### config.mk
export PLATFORM = sky130hd
export DESIGN_NAME = node_inject_queue
export DESIGN_NICKNAME = d
export VERILOG_FILES = /design/src/rtl/node_inject_queue.sv
export SDC_FILE = /design/constraint.sdc
export NUM_CORES = 1
export LEC_CHECK = 0
export ABC_AREA = 1
export CELL_PAD_IN_SITES_DETAIL_PLACEMENT = 0
export CELL_PAD_IN_SITES_GLOBAL_PLACEMENT = 2
export CORE_ASPECT_RATIO = 0.5
export CORE_MARGIN = 8
export CORE_UTILIZATION = 34
export DETAILED_ROUTE_END_ITERATION = 10
export GPL_ROUTABILITY_DRIVEN = 0
export GPL_TIMING_DRIVEN = 0
export PLACE_DENSITY = 0.77
export SYNTH_ARGS = -nofsm -noshare
export SYNTH_HDL_FRONTEND = slang
export SYNTH_SLANG_ARGS = --single-unit
### constraint.sdc
create_clock -name clk -period 7.4 [get_ports clk]
set_input_delay 1.85 -clock clk [delete_from_list [all_inputs] [get_ports clk]]
set_output_delay 1.85 -clock clk [all_outputs]
set_load 0.02 [all_outputs]
### src/rtl/node_inject_queue.sv
// Local-injection FIFO feeding one nodeRouter local port: holds the oldest flit
// on portl_ci until acked, and flags the head flit when it has waited too long.
module node_inject_queue #(
  parameter int FLIT_W       = 144,
  parameter int DEPTH        = 4,
  parameter int PTR_W        = 2,
  parameter int VALID_BIT    = 12,
  parameter int STARVE_LIMIT = 16
) (
  input  logic              clk,
  input  logic              rst,
  input  logic [FLIT_W-1:0] enq_flit,
  input  logic              enq_valid,
  output logic              enq_ready,
  output logic              enq_err,
  output logic [FLIT_W-1:0] portl_ci,
  input  logic              portl_ack,
  output logic [PTR_W:0]    count,
  output logic              starve
);

  localparam logic [PTR_W:0] FULL_COUNT = (PTR_W+1)'(DEPTH);
  localparam logic [7:0]     WAIT_MAX   = 8'(STARVE_LIMIT);

  logic [FLIT_W-1:0] mem [DEPTH];

  logic [PTR_W-1:0] head_reg, head_next;
  logic [PTR_W-1:0] tail_reg, tail_next;
  logic [PTR_W:0]   count_reg, count_next;
  logic [7:0]       wait_reg, wait_next;
  logic             enq_err_reg, enq_err_next;
  logic             starve_reg, starve_next;

  logic not_empty;
  logic enq_attempt;
  logic enq_fire;
  logic pop_fire;

  assign not_empty   = (count_reg != '0);
  assign enq_ready   = (count_reg != FULL_COUNT);
  assign enq_attempt = enq_valid && enq_ready;
  assign enq_fire    = enq_attempt && enq_flit[VALID_BIT];
  assign pop_fire    = portl_ack && not_empty;

  // Storage carries no reset; the zero-forcing on portl_ci hides stale entries.
  always_ff @(posedge clk) begin
    if (enq_fire) begin
      mem[tail_reg] <= enq_flit;
    end
  end

  always_comb begin
    head_next    = head_reg;
    tail_next    = tail_reg;
    count_next   = count_reg;
    wait_next    = wait_reg;
    enq_err_next = enq_attempt && !enq_flit[VALID_BIT];

    if (enq_fire) begin
      tail_next = tail_reg + 1'b1;
    end
    if (pop_fire) begin
      head_next = head_reg + 1'b1;
    end

    if (enq_fire && !pop_fire) begin
      count_next = count_reg + 1'b1;
    end else if (pop_fire && !enq_fire) begin
      count_next = count_reg - 1'b1;
    end

    if (pop_fire || !not_empty) begin
      wait_next = '0;
    end else if (wait_reg != WAIT_MAX) begin
      wait_next = wait_reg + 1'b1;
    end

    starve_next = (wait_next == WAIT_MAX);
  end

  always_ff @(posedge clk or negedge rst) begin
    if (!rst) begin
      head_reg    <= '0;
      tail_reg    <= '0;
      count_reg   <= '0;
      wait_reg    <= '0;
      enq_err_reg <= 1'b0;
      starve_reg  <= 1'b0;
    end else begin
      head_reg    <= head_next;
      tail_reg    <= tail_next;
      count_reg   <= count_next;
      wait_reg    <= wait_next;
      enq_err_reg <= enq_err_next;
      starve_reg  <= starve_next;
    end
  end

  assign portl_ci = not_empty ? mem[head_reg] : '0;
  assign count    = count_reg;
  assign enq_err  = enq_err_reg;
  assign starve   = starve_reg;

endmodule

==> Word level (Yosys, flattened, before mapping) <==
Memories as Yosys holds them, arrays and structs flattened.
Cells that the tools add are included.
{ "totals": {"memories": 1, "regBits": 17, "word_cells": 35, "input_bits": 148, "mem_bits_rw": 576} }
{ "mem_list": {"columns": ["memory", "depth", "word_bits", "rd", "rd_ports_with_merged_regs", "write_ports", "line_no", "text"], "rows": [
  ["mem", 4, 144, 1, 0, 1, "25", "logic [FLIT_W-1:0] mem [DEPTH];"]
]} }
{ "classes": {"add_sub_neg": 5, "n_eq_ne": 3, "mux": 7, "n_reduce_logical": 13} }
{ "op_table": {"columns": ["cell", "n"], "rows": [
  ["$mux 144", 1],
  ["$mux 8", 2],
  ["$add 8x1->8 const B", 1],
  ["$eq 8x5->1 const B", 1],
  ["$ne 8x5->1 const B", 1],
  ["$logic_and 1x1->1", 6],
  ["$mux 3", 2],
  ["$add 2x1->2 const B", 2],
  ["$logic_not 1->1", 4],
  ["$add 3x1->3 const B", 1],
  ["$ne 3x3->1 const B", 1],
  ["$reduce_bool 3->1", 1],
  ["$sub 3x1->3 const B", 1],
  ["$mux 1", 2],
  ["$reduce_bool 2->1", 1],
  ["$logic_or 1x1->1", 1]
]} }

==> Longest topological paths before layout <==
Gate-level depths: netlist (run 1).
{ "logic_depth": {"word_depth": 7, "depth_mapped": 11, "ltp_nobuf": 11} }

==> Worst setup path after synthesis (run 1) <==
Ideal clock, no wire load.
{ "synth_path": {"path_kind": "input -> register", "start": "in enq_flit[12]", "end": "mem mem[0][0], enable pin", "arrival_time_ns": 8.050, "path_stages": 2, "setup_slack_ns": -1.300, "t_required_ns": 6.750, "setup_ns": 0.650, "path_cell_list": "nand3_1 nor2_1"} }
{ "synth_via": {"elab_chain_len": 3} }
{ "synth_rtl": {"columns": ["element", "line_no", "text"], "rows": [
  ["start, declared", "12", "input logic [FLIT_W-1:0] enq_flit,"],
  ["$logic_and 1x1->1", "42", "assign enq_fire = enq_attempt && enq_flit[VALID_BIT];"],
  ["$mux 1", "47", "if (enq_fire) begin"],
  ["$mux 1 (implied by the code)", "48", "mem[tail_reg] <= enq_flit;"],
  ["end, declared", "25", null]
]} }
No other way between the ends.

==> Worst setup path after layout (run 1) <==
{ "layout_path": {"start": "reg head_reg[0]", "end": "out portl_ci[101]"} }
{ "layout_via": {"elab_chain_len": 2} }
{ "layout_rtl": {"columns": ["element", "line_no", "text"], "rows": [
  ["start, declared", "27", "logic [PTR_W-1:0] head_reg, head_next;"],
  ["start signal, assigned", "90", "head_reg <= head_next;"],
  ["$mem_v2 4x144", null, null],
  ["$mux 144", "99", "assign portl_ci = not_empty ? mem[head_reg] : '0;"],
  ["end, declared", "16", "output logic [FLIT_W-1:0] portl_ci,"]
]} }
No other way between the ends.

==> out/results.txt, run 1 <==
Die area -> 0.0770 mm2
Type of the setup path with the least slack -> register to output port
FILL cells -> 6029
Die H -> 200 um
Die X -> 385 um
Synthesized area per cell -> 12.7 um2
Maximum net fanout on the critical path -> 10
Distinct cell type count of the synthesized netlist -> 23
Min Clock Period, post-route -> 5.22 ns
Wirelength per Cell -> 20.6 um
Synthesized instance count -> 1816
Type of element launching the critical path -> register
Startpoint of the worst setup timing path -> head_reg[0]
Setup repair after global routing missed its margin -> false
Max reg flops -> 576
Final setup violation count -> 0
Number of maximum-capacitance violations -> 0
CTS clk-pin slew, worst paths -> 0.07 ns
Final cycle utilization of the critical path -> 70.5%
Drt first pass iters -> 5
Fmax -> 192 MHz
Share of Yosys cell area claimed by the top area cell type -> 74.9%
Maximum vdd ir drop -> 200 uV
Initial antenna violation count -> 2
Post-route total power -> 12.7 mW
First-pass GRT wire length -> 96400 um
Total number of nets in the final design -> 2348
Post-cts sizing count -> 0
Start point of the worst min-delay path -> wait_reg[7]
R2r startpoint -> count[0]
Synth Warn # -> 0
Run status -> finished, final reports clean
Share of synthesized area occupied by flip-flops and latches -> 76.7%
Remaining global-route overflow -> 0
Detailed-route vias per instance -> 4.69
Cell accounting for the most synthesized area -> edfxtp_1
Number of CTS-inserted buffers -> 55
Flops & latches, synth -> 593
Leading cell type in the layout, fill and taps excluded -> nor2_1
Drt first-iter violations -> 1065
Sort of element at the end of the critical path -> output port
Post-detailed-route count of antenna-violating nets -> 0
Hold WC Path Type -> register to register
Post-DP HPWL -> 42600 um
Slowest library cell on the worst path -> clkdlybuf4s50_1
Data required time of the critical path -> 5.55 ns
Total global-route track usage -> 16.3%
Pin count of the biggest net entering global routing -> 28
Syn nets -> 1972
Clock tree skew after final layout -> 0.0162 ns
Multi-input logic area -> 0.00480 mm2
Number of buffers between clock root and the deepest sink -> 3
Final wirelength -> 64600 um
# H-tree levels -> 2
Critical Path AT -> 3.37 ns
Remaining max-slew budget at the tightest pin -> 40.4%
Combined flip-flop and latch cell area -> 0.0177 mm2
Number of primary I/O pins -> 298
Clock tree from TritonCTS -> done
Via count of the first global-routing pass -> 14.6k
Via count -> 14.7k
Power density cells -> 430 mW/mm2
Highest cell delay on the worst timing path -> 0.67 ns
Number of buffers inserted by hold repair at cts -> 0
Ratio of cells with drive above 1 in the final layout -> 7.55%
Insertion delay of the later-clocked pin in the worst-skew pair -> 0.59 ns
Commonest cells after routing, fill and taps aside -> 588 x nor2_1, 576 x edfxtp_1, 297 x clkdlybuf4s50_1
Area of the mapped netlist -> 0.0231 mm2
Top cells by area in the synthesized netlist -> edfxtp_1 75%, nor2_1 9.6%, o21ai_0 4.2%
Number of setup buffers added after CTS -> 0
Transition at the pin with the smallest max-transition slack -> 0.892 ns
Final number of hold-violating endpoints -> 0
Series of cell instances along the critical path -> inv_2 -> buf_2 -> clkbuf_1 -> o21ai_0 -> a21oi_1 -> clkdlybuf4s50_1
Starting utilization of the core area -> 34.4%
Num Clock Sinks -> 593
Standard cell core area -> 0.0671 mm2
Setup tns final -> 0 ns
Core Rows -> 67
Number of port buffers -> 297
Number of design rule violations left after detail routing -> 0
Buffer cell driving the clock tree root -> clkbuf_16
Area growth from synthesis to layout -> 27.7%
Leakage power total -> 9.87 nW
Max Transition Viols Final -> 0
critical path: cells and delay by family, from the launching register on:
family | cells | cell delay (ns)
DFF | 1 | 0.44
AOI/OAI and AO/OA | 2 | 0.48
buffers and inverters | 4 | 1.84
path summary, 6_finish.rpt:
check                                 to  slack (ns)  cells after the start
max                        portl_ci[101]        2.18                      6
min                          wait_reg[7]        0.56                      2
max reg2reg                   mem[3][81]        4.25                      8
min reg2reg                  wait_reg[7]        0.56                      2
max in group asynchronous    head_reg[1]        5.10                      1
min in group asynchronous    wait_reg[1]        1.75                      1
cells by family after synthesis:
kind of cell    after synthesis  share of synthesized area [%]
buf+inv                     137                           2.65
simple gates                628                           10.3
compound gates              444                           9.65
fa+ha+maj                     8                          0.466
mux                           1                         0.0487
flops                       593                           76.7
xor+xnor                      5                          0.190
synth_stat cells (all sizes together):
library cell	number
ha	7
o21ai	293
clkbuf	53
nand4	1
nand2	25
nand3	9
xor2	4
buf	56
nor2	592
dfrtp	17
nand3b	1
fa	1
edfxtp	576
a21oi	150
mux2	1
inv	28
o21bai	1
xnor2	1
layer usage:
| metal | share of wire (%) | up-vias | wire (um) | GRT usage (%) |
|---|---|---|---|---|
| met5 | 0.020 | - | 13 | 0 |
| met4 | 1.4 | 2 | 885 | 2.81 |
| met3 | 3.6 | 60 | 2350 | 2.64 |
| met2 | 54 | 225 | 34600 | 30.1 |
| met1 | 41 | 7197 | 26700 | 20.3 |
| li1 | - | 7212 | - | - |
layout make-up:
| class | instances | area share (%) |
|---|---|---|
| inverters | 28 | 0.356 |
| well taps | 897 | 3.80 |
| flip-flops and latches | 593 | 60.1 |
| clock inverters | 35 | 1.17 |
| diodes | 2 | 0.0170 |
| multi-input cells | 1086 | 16.3 |
| clock buffers | 67 | 4.96 |
| repair buffers | 319 | 11.6 |
| plain buffers | 109 | 1.72 |
power by group:
part / leakage [nW] / internal (mW) / switching, mW
clock: 0.892 / 1.65 / 1.21
combinational: 3.54 / 2.12 / 3.58
sequential: 5.44 / 4.06 / 0.0779
total: 9.87 / 7.82 / 4.87
through the flow:
step                setup slack [ns]  std cells  hold WS [ns]  utilization [%]  area (um2)
finish                          2.18       3136         0.556             44.0       29500
global route                    1.98       3135         0.592             44.0       29500
CTS                             2.11       3134         0.563             44.0       29500
detailed placement              2.31       3032         0.554             41.3       27700
global placement               -7.64       3010         0.546             40.6       27200
floorplan                      -1.30       1816         0.526                -       23100
Note: power is estimated with default switching activity, not from simulation.
==> inputs of run 2 (changes only) <==
Settings changed: CORE_UTILIZATION 34 to 38, PLACE_DENSITY 0.77 to 0.81.
Clock period 7.4 ns to 5 ns, I/O delays scaled along.
==> out/results.txt, run 2 (synthesis results as in run 1) <==
Via count -> 14.8k
Total global-route track usage -> 17.6%
Placed cell areas -> 0.0277 mm2
Max reg flops -> 576
Transition at the pin with the smallest max-transition slack -> 0.829 ns
Starting utilization of the core area -> 38.1%
Sort of element at the end of the critical path -> output port
Standard cell core area -> 0.0606 mm2
Leakage power total -> 9.83 nW
Most crowded layer after global routing -> met2
Start point of the worst min-delay path -> wait_reg[7]
Drt first pass iters -> 5
Number of maximum-capacitance violations -> 0
Worst slack at placement -> 0.861 ns
Initial antenna violation count -> 7
Wirelength per Cell -> 20.6 um
Remaining global-route overflow -> 0
Buffer cell driving the clock tree root -> clkbuf_16
Number of setup buffers added after CTS -> 0
GRT met1 Usage -> 22.5%
Min Clock Period, post-route -> 4.76 ns
# H-tree levels -> 2
Insertion delay of the later-clocked pin in the worst-skew pair -> 0.59 ns
Maximum vdd ir drop -> 279 uV
Multi-input logic area -> 0.00480 mm2
Max Transition Viols Final -> 0
Remaining max-slew budget at the tightest pin -> 44.6%
Die X -> 365 um
Setup slack after layout -> 0.240 ns
Final wirelength -> 63100 um
Maximum net fanout on the critical path -> 10
Worst Reg2Reg Path Length in Cells -> 7
Number of primary I/O pins -> 298
First-pass GRT wire length -> 92900 um
Num Clock Sinks -> 593
Combined flip-flop and latch cell area -> 0.0177 mm2
Met3 demand-to-capacity share in global routing -> 2.49%
FILL cells -> 5256
Setup slack of the most critical reg-to-reg path -> 2.13 ns
Placed Instances -> 2962
Critical Path AT -> 3.51 ns
Clock tree from TritonCTS -> done
Run status -> finished, final reports clean
Number of buffers inserted by hold repair at cts -> 0
Leading cell type in the layout, fill and taps excluded -> nor2_1
Detailed-route vias per instance -> 4.82
Met2 Resource Use GR -> 31.2%
Clock tree skew after final layout -> 0.0115 ns
Post-route total power -> 18.6 mW
Power density cells -> 632 mW/mm2
Post-detailed-route count of antenna-violating nets -> 0
Via count of the first global-routing pass -> 14.6k
Number of port buffers -> 297
Data required time of the critical path -> 3.75 ns
Final number of hold-violating endpoints -> 0
Final core utilization -> 48.4%
Die area -> 0.0694 mm2
Post-DP HPWL -> 41900 um
Fmax -> 210 MHz
Die H -> 190 um
Type of element launching the critical path -> register
Post-cts sizing count -> 0
Number of CTS-inserted buffers -> 53
R2r startpoint -> count[0]
Drt first-iter violations -> 1080
Final setup violation count -> 0
Number of cells traversed by the worst hold path -> 2
Setup repair after global routing missed its margin -> false
Pin count of the biggest net entering global routing -> 28
Finished Cell Area -> 0.0294 mm2
Total number of nets in the final design -> 2348
R2r endpoint -> mem[2][81]
Number of non-filler instances in the completed layout -> 3066
Type of the setup path with the least slack -> register to output port
Area growth from synthesis to layout -> 27.1%
Hold WC Path Type -> register to register
Number of buffers between clock root and the deepest sink -> 3
Endpoint of the worst hold path -> wait_reg[7]
Ratio of cells with drive above 1 in the final layout -> 7.16%
Commonest cells after routing, fill and taps aside -> 588 x nor2_1, 576 x edfxtp_1, 297 x clkdlybuf4s50_1
Core Rows -> 64
Number of design rule violations left after detail routing -> 0
CTS clk-pin slew, worst paths -> 0.06 ns
Final cycle utilization of the critical path -> 95.2%
==> run 2: final cells by class <==
cell class / count / area share, %
Antenna cell: 7 / 0.0597
Clock inverter: 30 / 0.998
Timing Repair Buffer: 321 / 11.9
Multi-Input combinational cell: 1086 / 16.3
Sequential cell: 593 / 60.4
Tap cell: 825 / 3.52
Clock buffer: 67 / 4.70
Inverter: 28 / 0.358
Buffer: 109 / 1.73
==> run 2: stage by stage <==
step / hold slack (ns) / TNS, ns
floorplan: 0.526 / -413.91
global placement: 0.542 / -2610.98
detailed placement: 0.550 / 0
CTS: 0.558 / 0
global route: 0.604 / 0
finish: 0.554 / 0
==> run 2: worst max path at each step <==
stage	from	end	slack, ns	depth (start not counted)
finish	head_reg[0]	portl_ci[143]	0.24	6
CTS	head_reg[0]	portl_ci[143]	0.24	6
floorplan	enq_flit[12]	mem[0][0]	-0.72	2
global route	head_reg[0]	portl_ci[143]	0.02	6
detailed placement	head_reg[0]	portl_ci[143]	0.86	6
global placement	enq_flit[12]	mem[3][83]	-4.61	3
==> run 2: report_power, final <==
part / internal, mW / total (mW) / switching [mW]
clock network: 2.26 / 4.00 / 1.75
registers: 6.00 / 6.12 / 0.116
logic: 3.15 / 8.43 / 5.28
==> run 2: worst max-delay path, cell delays in order (launching register included) <==
cell	delay [ns]
dfrtp_1	0.42
inv_2	0.24
buf_2	0.49
clkbuf_1	0.52
o21ai_0	0.18
a21oi_1	0.37
clkdlybuf4s50_1	0.69
==> run 2: per-layer routing <==
layer / share of wire (%) / routed length, um
met5: 0 / 0
met4: 2.3 / 1470
met3: 3.7 / 2310
met2: 52 / 32800
met1: 42 / 26500
==> inputs of run 3 (changes only) <==
Settings changed: GPL_ROUTABILITY_DRIVEN 0 to 1.
==> results of run 3 <==
The final DEF is identical to that of run 2; final timing and power are the same.
